File: src/rtl/waveform_packer_pkg.sv
// waveform_packer_pkg
//   Shared definitions for the waveform sample packer:
//   - default decimation depth and sample width
//   - packer state encoding (S_IDLE / S_ACCUM)
//   - accumulator width constant and helper
package waveform_packer_pkg;

  localparam int LOG2_DECIM_MAX_DEF = 8;
  localparam int SAMPLE_WIDTH_DEF   = 32;

  // A window sums at most 2^LOG2_DECIM_MAX samples, so this many extra
  // bits above the sample width make overflow impossible.
  localparam int ACC_WIDTH_DEF = SAMPLE_WIDTH_DEF + LOG2_DECIM_MAX_DEF;

  typedef enum logic {
    S_IDLE  = 1'b0,
    S_ACCUM = 1'b1
  } packer_state_e;

  function automatic int accWidth(input int sampleWidth, input int log2DecimMax);
    return sampleWidth + log2DecimMax;
  endfunction

endpackage

File: src/rtl/packer_lane_accum.sv
// packer_lane_accum
//   One sample lane of the packer. With WAVEFORM_PACKER_AVG_EN defined it
//   accumulates the window and emits floor(sum / 2^kEff); otherwise it
//   holds window sample 0 (pure decimation).
// Ports:
//   clk, rst_n   clock, asynchronous active-low reset
//   clear        discard the open window (enable low)
//   sampleEn     a sample is taken this cycle
//   first        this sample is window sample 0
//   last         this sample closes the window
//   kEff         effective decimation exponent for this window
//   sample       lane sample (signed)
//   laneOut      registered lane result, updated on window close
module packer_lane_accum
  import waveform_packer_pkg::*;
#(
  parameter int SAMPLE_WIDTH   = SAMPLE_WIDTH_DEF,
  parameter int LOG2_DECIM_MAX = LOG2_DECIM_MAX_DEF
) (
  input  logic                    clk,
  input  logic                    rst_n,
  input  logic                    clear,
  input  logic                    sampleEn,
  input  logic                    first,
  input  logic                    last,
  input  logic [3:0]              kEff,
  input  logic [SAMPLE_WIDTH-1:0] sample,
  output logic [SAMPLE_WIDTH-1:0] laneOut
);

`ifdef WAVEFORM_PACKER_AVG_EN
  localparam int ACC_W = accWidth(SAMPLE_WIDTH, LOG2_DECIM_MAX);

  logic signed [ACC_W-1:0] acc;
  logic signed [ACC_W-1:0] sum;
  logic signed [ACC_W-1:0] shifted;

  // Sample 0 starts a fresh sum regardless of what the register holds.
  always_comb begin
    sum     = (first ? '0 : acc) + {{LOG2_DECIM_MAX{sample[SAMPLE_WIDTH-1]}}, sample};
    shifted = sum >>> kEff;
  end

  always_ff @(posedge clk or negedge rst_n) begin
    if (!rst_n) begin
      acc     <= '0;
      laneOut <= '0;
    end else if (clear) begin
      acc <= '0;
    end else if (sampleEn) begin
      if (last) begin
        laneOut <= shifted[SAMPLE_WIDTH-1:0];
        acc     <= '0;
      end else begin
        acc <= sum;
      end
    end
  end
`else
  localparam int unusedDepth = LOG2_DECIM_MAX;
  logic unusedK;
  logic [SAMPLE_WIDTH-1:0] hold;

  assign unusedK = ^kEff;

  always_ff @(posedge clk or negedge rst_n) begin
    if (!rst_n) begin
      hold    <= '0;
      laneOut <= '0;
    end else if (clear) begin
      hold <= '0;
    end else if (sampleEn) begin
      if (first) hold <= sample;
      // A one-sample window closes on sample 0 itself.
      if (last) laneOut <= first ? sample : hold;
    end
  end
`endif

endmodule

File: src/rtl/waveform_sample_packer.sv
// waveform_sample_packer
//   Decimates NUM_CHANNELS parallel signed sample lanes by 2^kEff and packs
//   them into one word for the waveform recorder, with window-aligned
//   trigger pulses.
//   Optional feature macro: WAVEFORM_PACKER_AVG_EN (window averaging);
//   undefined = output window sample 0.
// Handshake: sampleValid qualifies sampleData, one sample per high cycle,
//   no backpressure. valid is a one-cycle pulse one cycle after the sample
//   that closes a window; data and triggers are stable while valid is high
//   and triggers is 0 otherwise.
// Ports:
//   clk, rst_n      clock, asynchronous active-low reset
//   enable          packing enable; low discards the open window
//   log2Decim       requested decimation exponent (clamped to LOG2_DECIM_MAX)
//   sampleData      lane samples, lane n at [n*SAMPLE_WIDTH +: SAMPLE_WIDTH]
//   sampleValid     sample qualifier
//   triggersIn      raw level triggers
//   data/valid      packed decimated output word and its qualifier
//   triggers        OR of triggersIn over the closed window
module waveform_sample_packer
  import waveform_packer_pkg::*;
#(
  parameter int  NUM_CHANNELS   = 4,
  parameter int  SAMPLE_WIDTH   = SAMPLE_WIDTH_DEF,
  parameter int  LOG2_DECIM_MAX = LOG2_DECIM_MAX_DEF,
  localparam int DATA_WIDTH     = NUM_CHANNELS * SAMPLE_WIDTH
) (
  input  logic                  clk,
  input  logic                  rst_n,
  input  logic                  enable,
  input  logic [3:0]            log2Decim,
  input  logic [DATA_WIDTH-1:0] sampleData,
  input  logic                  sampleValid,
  input  logic [7:0]            triggersIn,
  output logic [DATA_WIDTH-1:0] data,
  output logic                  valid,
  output logic [7:0]            triggers
);

  localparam logic [LOG2_DECIM_MAX:0] CNT_ONE = (LOG2_DECIM_MAX+1)'(1);

  packer_state_e state;
  packer_state_e stateNext;

  logic [LOG2_DECIM_MAX-1:0] cnt;
  logic [3:0]                kReg;
  logic [3:0]                kIn;
  logic [3:0]                kCur;
  logic [LOG2_DECIM_MAX:0]   winLast;
  logic                      take;
  logic                      first;
  logic                      close;
  logic [7:0]                trigLatch;

  // State register
  always_ff @(posedge clk or negedge rst_n) begin
    if (!rst_n) state <= S_IDLE;
    else        state <= stateNext;
  end

  always_comb begin
    stateNext = state;
    case (state)
      S_IDLE:  if (enable)  stateNext = S_ACCUM;
      S_ACCUM: if (!enable) stateNext = S_IDLE;
      default: stateNext = S_IDLE;
    endcase
  end

  // Window control. The sample taken together with enable's rising edge
  // already counts, so gating uses enable directly rather than the state.
  // kEff is latched on sample 0; on that sample itself the fresh request
  // is used since kReg has not been written yet.
  always_comb begin
    take    = enable & sampleValid;
    first   = (cnt == '0);
    kIn     = (int'(log2Decim) > LOG2_DECIM_MAX) ? 4'(LOG2_DECIM_MAX) : log2Decim;
    kCur    = first ? kIn : kReg;
    winLast = (CNT_ONE << kCur) - CNT_ONE;
    close   = take & ({1'b0, cnt} == winLast);
  end

  always_ff @(posedge clk or negedge rst_n) begin
    if (!rst_n) begin
      cnt       <= '0;
      kReg      <= '0;
      trigLatch <= '0;
      valid     <= 1'b0;
      triggers  <= '0;
    end else begin
      valid    <= close;
      triggers <= close ? (trigLatch | triggersIn) : 8'h00;
      if (!enable) begin
        cnt       <= '0;
        trigLatch <= '0;
      end else begin
        // Triggers are collected every enabled cycle, sample or not.
        trigLatch <= close ? 8'h00 : (trigLatch | triggersIn);
        if (take) begin
          if (first) kReg <= kIn;
          cnt <= close ? '0 : cnt + 1'b1;
        end
      end
    end
  end

  for (genvar n = 0; n < NUM_CHANNELS; n++) begin : gLane
    packer_lane_accum #(
      .SAMPLE_WIDTH  (SAMPLE_WIDTH),
      .LOG2_DECIM_MAX(LOG2_DECIM_MAX)
    ) uLane (
      .clk     (clk),
      .rst_n   (rst_n),
      .clear   (~enable),
      .sampleEn(take),
      .first   (first),
      .last    (close),
      .kEff    (kCur),
      .sample  (sampleData[n*SAMPLE_WIDTH +: SAMPLE_WIDTH]),
      .laneOut (data[n*SAMPLE_WIDTH +: SAMPLE_WIDTH])
    );
  end

endmodule
File: config.mk
export PLATFORM = sky130hd
export DESIGN_NAME = waveform_sample_packer
export DESIGN_NICKNAME = d
export VERILOG_FILES = /design/src/rtl/waveform_packer_pkg.sv /design/src/rtl/packer_lane_accum.sv /design/src/rtl/waveform_sample_packer.sv
export SDC_FILE = /design/constraint.sdc
export NUM_CORES = 1
export LEC_CHECK = 0
export CORE_MARGIN = 3
export CORE_UTILIZATION = 50
export CTS_CLUSTER_SIZE = 14
export DETAILED_ROUTE_END_ITERATION = 8
export HOLD_SLACK_MARGIN = 0.05
export PLACE_DENSITY = 0.89
export SYNTH_ARGS = -nofsm -noshare
export SYNTH_HDL_FRONTEND = slang
export SYNTH_SLANG_ARGS = --single-unit
File: constraint.sdc
create_clock -name clk -period 8.53 [get_ports clk]
set_input_delay 0.853 -clock clk [delete_from_list [all_inputs] [get_ports clk]]
set_output_delay 0.853 -clock clk [all_outputs]
set_load 0.01 [all_outputs]
== Word-level counts from Yosys, hierarchy flattened ==
Cells that the tools add are included.

* Add/sub/neg operators: 2
* Order comparisons: 1
* Equality and inequality tests: 2
* Shifts and indexed selects: 1
* Muxes and demuxes: 20
* Bitwise gates (word level): 3
* Reductions and logical operators: 3

{| class="wikitable"
|+ Operator list
! cell !! number
|-
| $mux 32 || 12
|-
| $mux 8 || 6
|-
| $eq 8x9->1 || 1
|-
| $shl 1x4->9 const A || 1
|-
| $sub 9x1->9 const B || 1
|-
| $add 8x1->8 const B || 1
|-
| $logic_not 8->1 || 1
|-
| $mux 4 || 2
|-
| $or 8x8->8 || 1
|-
| $gt 4x4->1 const B || 1
|-
| $reduce_and 3->1 || 1
|-
| $and 1x1->1 || 2
|-
| $ne 2x1->1 const B || 1
|-
| $reduce_and 2->1 || 1
|}

* Register bits: 285
* Input bits: 144
* Output and inout bits: 137
* Word-level logic and storage cells: 45

== Longest topological paths before layout ==
Gate-level depths: netlist (run 1).

* Depth in word-level cells: 10
* Gate-level depth with buffers: 20
* Mapped depth without buffers: 14

== By module ==
From an unflattened synthesis (run 1), not the netlist that was laid out.

* Cell total of the unflattened synthesis: 1208
* Area total of the unflattened synthesis: 14945.6 µm²

{| class="wikitable"
|+ By module, submodules not included
! module !! times used !! cells an instance !! area each (µm²) !! seq. area each (µm²)
|-
| packer_lane_accum || 4 || 251 || 3240.6 || 1601.5
|-
| waveform_sample_packer || 1 || 204 || 1983.2 || 725.7
|}

== Worst setup path before layout (run 1) ==
OpenSTA, ideal clock, no wires.

* Path type: register -> register
* Start point: reg cnt[0]
* End point: reg gLane[1].uLane.laneOut[30]
* Library setup time: 0.127 ns
* Data arrival time: 3.774 ns
* Data required time: 8.403 ns
* Setup slack: 4.628 ns
* Stages on the path, launching flop included: 20
* Path buffers: 6
* Period minus slack after synthesis: 3.902 ns
* Cell sequence: dfrtp_1 clkbuf_1 inv_1 ha_1 nor4b_4 nand2_2 clkbuf_1 nor4_1 a41oi_1 ha_1 clkbuf_1 a2111oi_2 a311oi_1 o211ai_2 nand4_2 nor3_2 buf_4 buf_8 buf_6 mux2_1

* Word-level cells in the longest chain between the ends: 7
* Elaborated cells between the ends (all ways): 8
* Classes of those cells: add/sub: 1; eq/ne: 1; shift: 1; mux: 2; bitwise: 1; reduce/logical: 2

{| class="wikitable"
|+ RTL lines
! what !! line !! text
|-
| from (decl) || waveform_sample_packer.sv:45 || <nowiki>logic [LOG2_DECIM_MAX-1:0] cnt;</nowiki>
|-
| from (signal assigned) || waveform_sample_packer.sv:101 || <nowiki>cnt <= close ? '0 : cnt + 1'b1;</nowiki>
|-
| $logic_not 8->1 || waveform_sample_packer.sv:76 || <nowiki>first = (cnt == '0);</nowiki>
|-
| $mux 4 || n/a ||
|-
| $shl 1x4->9 || waveform_sample_packer.sv:79 || <nowiki>winLast = (CNT_ONE << kCur) - CNT_ONE;</nowiki>
|-
| $sub 9x1->9 || waveform_sample_packer.sv:79 ||
|-
| $eq 8x9->1 || waveform_sample_packer.sv:80 || <nowiki>close = take & ({1'b0, cnt} == winLast);</nowiki>
|-
| $and 1x1->1 || waveform_sample_packer.sv:80 ||
|-
| $reduce_and 3->1 (no source line) || n/a ||
|-
| to (signal assigned) || packer_lane_accum.sv:75 || <nowiki>if (last) laneOut <= first ? sample : hold;</nowiki>
|-
| to (decl) || packer_lane_accum.sv:28 || <nowiki>output logic [SAMPLE_WIDTH-1:0] laneOut</nowiki>
|}

Parallel ways exist; a longest one is shown, timed or not.
A chain may end at the register's enable or synchronous reset.

== Worst setup path in the final report (run 1) ==
* Start point: reg cnt[0]
* End point: reg gLane[3].uLane.laneOut[31]

* Word-level cells in the longest chain between the ends: 7
* Elaborated cells between the ends (all ways): 8
* Classes of those cells: add/sub: 1; eq/ne: 1; shift: 1; mux: 2; bitwise: 1; reduce/logical: 2

{| class="wikitable"
|+ RTL lines
! what !! line
|-
| $logic_not 8->1 || waveform_sample_packer.sv:76
|-
| $mux 4 || n/a
|-
| $shl 1x4->9 || waveform_sample_packer.sv:79
|-
| $sub 9x1->9 || waveform_sample_packer.sv:79
|-
| $eq 8x9->1 || waveform_sample_packer.sv:80
|-
| $and 1x1->1 || waveform_sample_packer.sv:80
|-
| $reduce_and 3->1 (no source line) || n/a
|-
| to (signal assigned) || packer_lane_accum.sv:75
|-
| to (decl) || packer_lane_accum.sv:28
|}

Parallel ways exist; a longest one is shown, timed or not.

==> results.json, run 1 <==
{
  "period_share_pct": 63.9,
  "htree_levels": 1,
  "grt_pass1_vias": 10428,
  "clk_path_buf_depth": 3,
  "synth_cell_types": 61,
  "rrSetupSlack_ns": 3.08,
  "fin_skew_ns": 0.0122,
  "max_freq_ghz": 0.183,
  "grt_usage_pct": 24.0,
  "dpl_cell_area_um2": 15700,
  "rr_endpoint": "gLane[3].uLane.laneOut[31]",
  "synth_flop_cell": "dfrtp_1",
  "top_layer": "met4",
  "clkPwrFrac_pct": 40.4,
  "postSynthCellCount": 1179,
  "cts.sinks": 285,
  "fin_area_um2": 16600,
  "timing.rr.start": "cnt[0]",
  "placedCellCount": 1704,
  "die_x_um": 166,
  "cts_tree": "done",
  "drive_gt1_share_pct": 14.0,
  "startpoint_type": "flip-flop",
  "min_path_type": "in -> async",
  "viasPerCell": 5.61,
  "clk_pin_slew_ns": 0.06,
  "syn-cell-area_um2": 12800,
  "sequentialPowerShare_pct": 45.6,
  "status": "complete, no violations",
  "finish.utilization_pct": 67.2,
  "synth-seq-cells": 285,
  "areaGrowthSynthToFinish_pct": 30.1,
  "p_leak_nw": 8.11,
  "combinationalPowerShare_pct": 14.0,
  "worst_skew_pair.late_latency_ns": 0.55,
  "drt-total-wl_um": 33700,
  "swShare_pct": 26.4,
  "crit_required_ns": 8.96,
  "slew_headroom_pct": 26.6,
  "io_pins": 281,
  "hold_buffers": 0,
  "worst_slew_pin_slew_ns": 1.10,
  "p_int_w": 0.00235,
  "reg2regPathDepth": 14,
  "post_cts_buffers": 0,
  "vdd_drop_max_v": 0.000157,
  "portBuffers": 280,
  "initial_core_util_pct": 51.7,
  "synth_nets": 1326,
  "cts-root-buf": "clkbuf_16",
  "antenna_found_initial": 0,
  "first_pass_iters": 5,
  "ys_warn_count": 0,
  "syn_avg_cell_area_um2": 10.8,
  "drt-wirelength-per-cell_um": 19.2,
  "hold_viol": 0,
  "met1_length_um": 13800,
  "maxSlewViolCount": 0,
  "grt_setup_unrepaired": "false",
  "fin_nets": 1558,
  "synth_edf_count": 0,
  "place_ws_ns": 3.13,
  "netSwitchingPower_w": 0.000846,
  "place_hpwl_um": 21000,
  "cap_violations": 0,
  "grt_max_degree": 170,
  "tns_ns": 0,
  "route.detailed.drc": 0,
  "setup_violations": 0,
  "wl_met3_um": 2840,
  "die-area_um2": 27500,
  "cellPowerDensity_nw_per_um2": 192,
  "grt_pass1_wl_um": 55300,
  "place.gp.congestion": 0.878,
  "min_period_ns": 5.45,
  "layout.cells.non_filler": 1758,
  "cp.arrival_ns": 5.88,
  "core-area_um2": 24700,
  "ant_nets": 0,
  "worstSetupPathType": "reg -> reg",
  "wl_met2_um": 16100,
  "fin_ws_ns": 3.08,
  "cts_buffers": 29,
  "async_reset_ff_share_pct": 100,
  "die_h_um": 166,
  "critical_path.max_fanout": 66,
  "vias": 9859,
  "ctsResizeCount": 0,
  "cp-end-kind": "flip-flop",
  "drtIter0Drc": 878,
  "synth_seq_area_share_pct": 55.8,
  "num_rows": 57,
  "gr-total-overflow": 0,
  "antenna_cells": 0
}
worst max path at each step:
stage | startpoint | endpoint | slack [ns] | cells after the start
CTS | cnt[0] | gLane[3].uLane.laneOut[31] | 3.12 | 14
detailed placement | cnt[0] | gLane[3].uLane.laneOut[31] | 3.13 | 14
floorplan | cnt[0] | gLane[1].uLane.laneOut[30] | 4.63 | 19
finish | cnt[0] | gLane[3].uLane.laneOut[31] | 3.08 | 14
global placement | cnt[0] | gLane[0].uLane.laneOut[28] | 3.23 | 14
global route | cnt[0] | gLane[3].uLane.laneOut[6] | 2.83 | 14
synth_stat cells, types with 4 or more instances:
cell type	n	share of area [%]
o21ai_0	4	0.16
nor3_1	4	0.16
a21oi_1	4	0.16
o211ai_1	6	0.35
and3_1	5	0.24
buf_4	10	0.59
buf_2	4	0.16
clkbuf_1	66	1.9
nor3b_1	9	0.53
a22o_1	128	8.8
nand2_1	410	12
nand2b_1	5	0.24
inv_1	8	0.23
nand3_1	10	0.39
mux2_4	30	3.5
dfrtp_1	285	56
nor2_1	24	0.70
mux2_2	96	8.5
nor4b_1	6	0.41
metrics by stage:
stage               hold WS, ns  power, W
floorplan                 0.447   0.00173
global placement          0.459   0.00191
detailed placement        0.470   0.00193
CTS                       0.393   0.00323
global route              0.409   0.00334
finish                    0.335   0.00320
power groups by stage:
stage	combinational, W	clock (W)	sequential, W
floorplan	0.000268	0	0.00146
global placement	0.000431	0	0.00148
detailed placement	0.000446	0	0.00148
CTS	0.000450	0.00132	0.00146
global route	0.000493	0.00138	0.00147
finish	0.000448	0.00129	0.00146
logic make-up (layout without fill, tap and decap cells):
kind of cell | Yosys count | count (layout) | synth area share, %
XOR/XNOR | 4 | 4 | 0.274
buffers and inverters | 96 | 351 | 3.74
AO/OA/AOI/OAI | 167 | 167 | 11.3
AND/OR/NAND/NOR | 494 | 494 | 16.2
flip-flops | 285 | 285 | 55.8
adder cells (fa/ha/maj) | 3 | 3 | 0.294
multiplexers | 130 | 130 | 12.4
state kept, by name (all words and copies together) (netlist names):
name	count
gLane.uLane.hold	128
gLane.uLane.laneOut	128
cnt	8
trigLatch	8
triggers	8
kReg	4
valid	1
placed cells by master (no fill, tap or decap), types with 5 or more instances in the layout:
cell,instances
dfrtp_1,285
buf_4,8
nand2_1,410
nor3b_1,9
clkdlybuf4s50_1,279
clkbuf_16,29
o211ai_1,6
inv_1,8
nand2b_1,5
nor4b_1,6
clkbuf_8,5
nand3_1,10
mux2_2,96
mux2_4,30
nor2_1,23
a22o_1,128
clkbuf_1,5
clkinv_2,8
and3_1,5
critical path, cell delays in order, from the launching register on:
cell,delay [ns]
dfrtp_1,0.48
inv_1,0.13
ha_1,0.18
or4b_4,0.53
nor2_8,0.68
a41oi_4,0.21
ha_1,0.41
nor2b_1,0.20
a2111o_1,0.30
a211o_1,0.27
o211ai_2,0.08
nand4_2,0.29
nor3_4,0.23
buf_4,0.81
mux2_2,0.43
cell type report:
| class | instances | area [um^2] |
|---|---|---|
| clock buffers | 39 | 813 |
| repair buffers | 289 | 2890 |
| multi-input cells | 798 | 5210 |
| inverters | 8 | 30.0 |
| clock inverters | 15 | 163 |
| fillers | 1734 | 8110 |
| well taps | 324 | 405 |
| flip-flops and latches | 285 | 7130 |
layer usage:
metal  track usage (%)  up-vias
li1                  -     4495
met1              31.3     4902
met2              39.2      386
met3              6.93       76
met4              7.38        0
met5                 0        -
Power figures use the tool's default switching activity.
==> run 2, diff against run 1 <==
==> constraint.sdc (replaced) <==
create_clock -name clk -period 5.7 [get_ports clk]
set_input_delay 0.57 -clock clk [delete_from_list [all_inputs] [get_ports clk]]
set_output_delay 0.57 -clock clk [all_outputs]
set_load 0.01 [all_outputs]
==> run 2 against run 1 <==
Routed wire length is 1.7% lower. Register-to-register slack worse by 2.3 ns. Sequential share of layout area is 0.24 points lower. Clock skew is 0.0026 ns lower. Critical path depth is 1 higher. Combinational power is 49% higher. Worst setup slack worse by 2.3 ns. Sequential power is 50% higher. Clock power is 54% higher.
==> results.json, run 2 (synthesis gave the netlist of run 1 again) <==
{
  "hold_ws_ns": 0.474,
  "cts_tree": "done",
  "drt-wirelength-per-cell_um": 18.8,
  "min_period_ns": 4.92,
  "die_h_um": 166,
  "total_power_w": 0.00485,
  "cellPowerDensity_nw_per_um2": 290,
  "period_share_pct": 86.3,
  "path_cells": "inv_1 -> ha_1 -> nor4b_4 -> nand2_4 -> nor4_1 -> a41oi_1 -> ha_1 -> nor2b_1 -> a2111o_1 -> a211o_1 -> o211ai_2 -> nand4_2 -> nor3_4 -> buf_12 -> mux2_2",
  "startpoint": "cnt[0]",
  "max_freq_ghz": 0.203,
  "drt-total-wl_um": 33200,
  "fin_skew_ns": 0.00965,
  "cp_top_family": "simple AND/OR/NAND/NOR gates",
  "cts-root-buf": "clkbuf_16",
  "final_common_cell": "nand2_1",
  "min_path_type": "reg -> reg",
  "min-delay-start": "trigLatch[2]",
  "ant_nets": 0,
  "timing.rr.start": "cnt[0]",
  "tns_ns": 0,
  "cts.sinks": 285,
  "cpMostUsedCell": "ha_1",
  "setup_violations": 0,
  "htree_levels": 1,
  "fin_nets": 1561,
  "initial_core_util_pct": 51.7,
  "cap_violations": 0,
  "placedCellCount": 1706,
  "cp-end-kind": "flip-flop",
  "grt_pass1_vias": 10308,
  "finish.utilization_pct": 67.6,
  "antenna_cells": 0,
  "post_cts_buffers": 0,
  "critical_path.max_fanout": 109,
  "startpoint_type": "flip-flop",
  "die-area_um2": 27500,
  "slew_headroom_pct": 32.0,
  "hold_viol": 0,
  "grt_usage_pct": 23.7,
  "portBuffers": 280,
  "p_leak_nw": 8.15,
  "route.detailed.drc": 0,
  "place_hpwl_um": 21300,
  "cp.arrival_ns": 5.34,
  "status": "complete, no violations",
  "vias": 9988,
  "viasPerCell": 5.67,
  "first_pass_iters": 7,
  "core-area_um2": 24700,
  "grt_max_degree": 166,
  "reg.largest.list": "gLane.uLane.hold (128), gLane.uLane.laneOut (128)",
  "areaGrowthSynthToFinish_pct": 30.9,
  "drtIter0Drc": 768,
  "grt_setup_unrepaired": "false",
  "ctsResizeCount": 0,
  "crit_required_ns": 6.12,
  "worst_skew_pair.late_latency_ns": 0.54,
  "slowest_stage": "dfrtp_1",
  "gr-total-overflow": 0,
  "num_rows": 57,
  "drive_gt1_share_pct": 14.3,
  "final_cell_mix": "410 x nand2_1, 285 x dfrtp_1, 279 x clkdlybuf4s50_1",
  "grt_pass1_wl_um": 54600,
  "rrSetupSlack_ns": 0.78,
  "cts_buffers": 29,
  "cpPeakStageDelay_ns": 0.48,
  "maxSlewViolCount": 0,
  "critPathBufInv": 2,
  "place.gp.congestion": 0.848,
  "io_pins": 281,
  "layout.cells.non_filler": 1761,
  "vdd_drop_max_v": 0.000235,
  "clk_path_buf_depth": 3,
  "clk_pin_slew_ns": 0.06,
  "die_x_um": 166,
  "nFillCells": 1748,
  "antenna_found_initial": 0,
  "worstSetupPathType": "reg -> reg",
  "worst_slew_pin_slew_ns": 1.02,
  "hold_buffers": 1
}
## run 2: worst paths after layout
path	end	cells past startpoint
max reg2reg	gLane[3].uLane.laneOut[18]	15
max	gLane[3].uLane.laneOut[18]	15
min reg2reg	triggers[2]	2
max in group asynchronous	gLane[0].uLane.laneOut[1]	3
min in group asynchronous	cnt[4]	2
min	triggers[2]	2
## run 2: worst reg2reg max path: stages, from the launching register on
cell      delay, ns
dfrtp_1        0.48
inv_1          0.12
ha_1           0.17
nor4b_4        0.32
nand2_4        0.39
nor4_1         0.31
a41oi_1        0.09
ha_1           0.39
nor2b_1        0.20
a2111o_1       0.31
a211o_1        0.27
o211ai_2       0.08
nand4_2        0.28
nor3_4         0.27
buf_12         0.43
mux2_2         0.69
## run 2: layout make-up
type / count / area [um^2] / area share [%]
clock buffer: 37 / 816 / 4.88
clock inverter: 17 / 204 / 1.22
inverter: 8 / 30.0 / 0.179
multi-input combinational: 798 / 5210 / 31.1
sequential: 285 / 7130 / 42.6
tap: 324 / 405 / 2.42
timing repair buffer: 292 / 2940 / 17.6
## run 2: routing by layer
metal,GRT usage [%],vias to the layer above,wire length [um]
met1,31.6,4947,13300
met4,7.02,0,913
li1,-,4513,-
met3,6.69,69,3180
met5,0,-,0
met2,38.2,459,15800
## run 2: per-stage QoR
| stage | cell area (um^2) | setup WS, ns |
|---|---|---|
| after floorplan | 12800 | 1.80 |
| after global placement | 15700 | 1.07 |
| after detailed placement | 15700 | 0.881 |
| after CTS | 16700 | 0.847 |
| after global routing | 16700 | 0.523 |
| final | 16700 | 0.780 |
## run 2: where the power goes
| group | internal [W] | total [W] | switching (W) |
|---|---|---|---|
| combinational | 0.000278 | 0.000669 | 0.000391 |
| sequential | 0.00211 | 0.00219 | 0.0000735 |
| clock | 0.00120 | 0.00199 | 0.000798 |
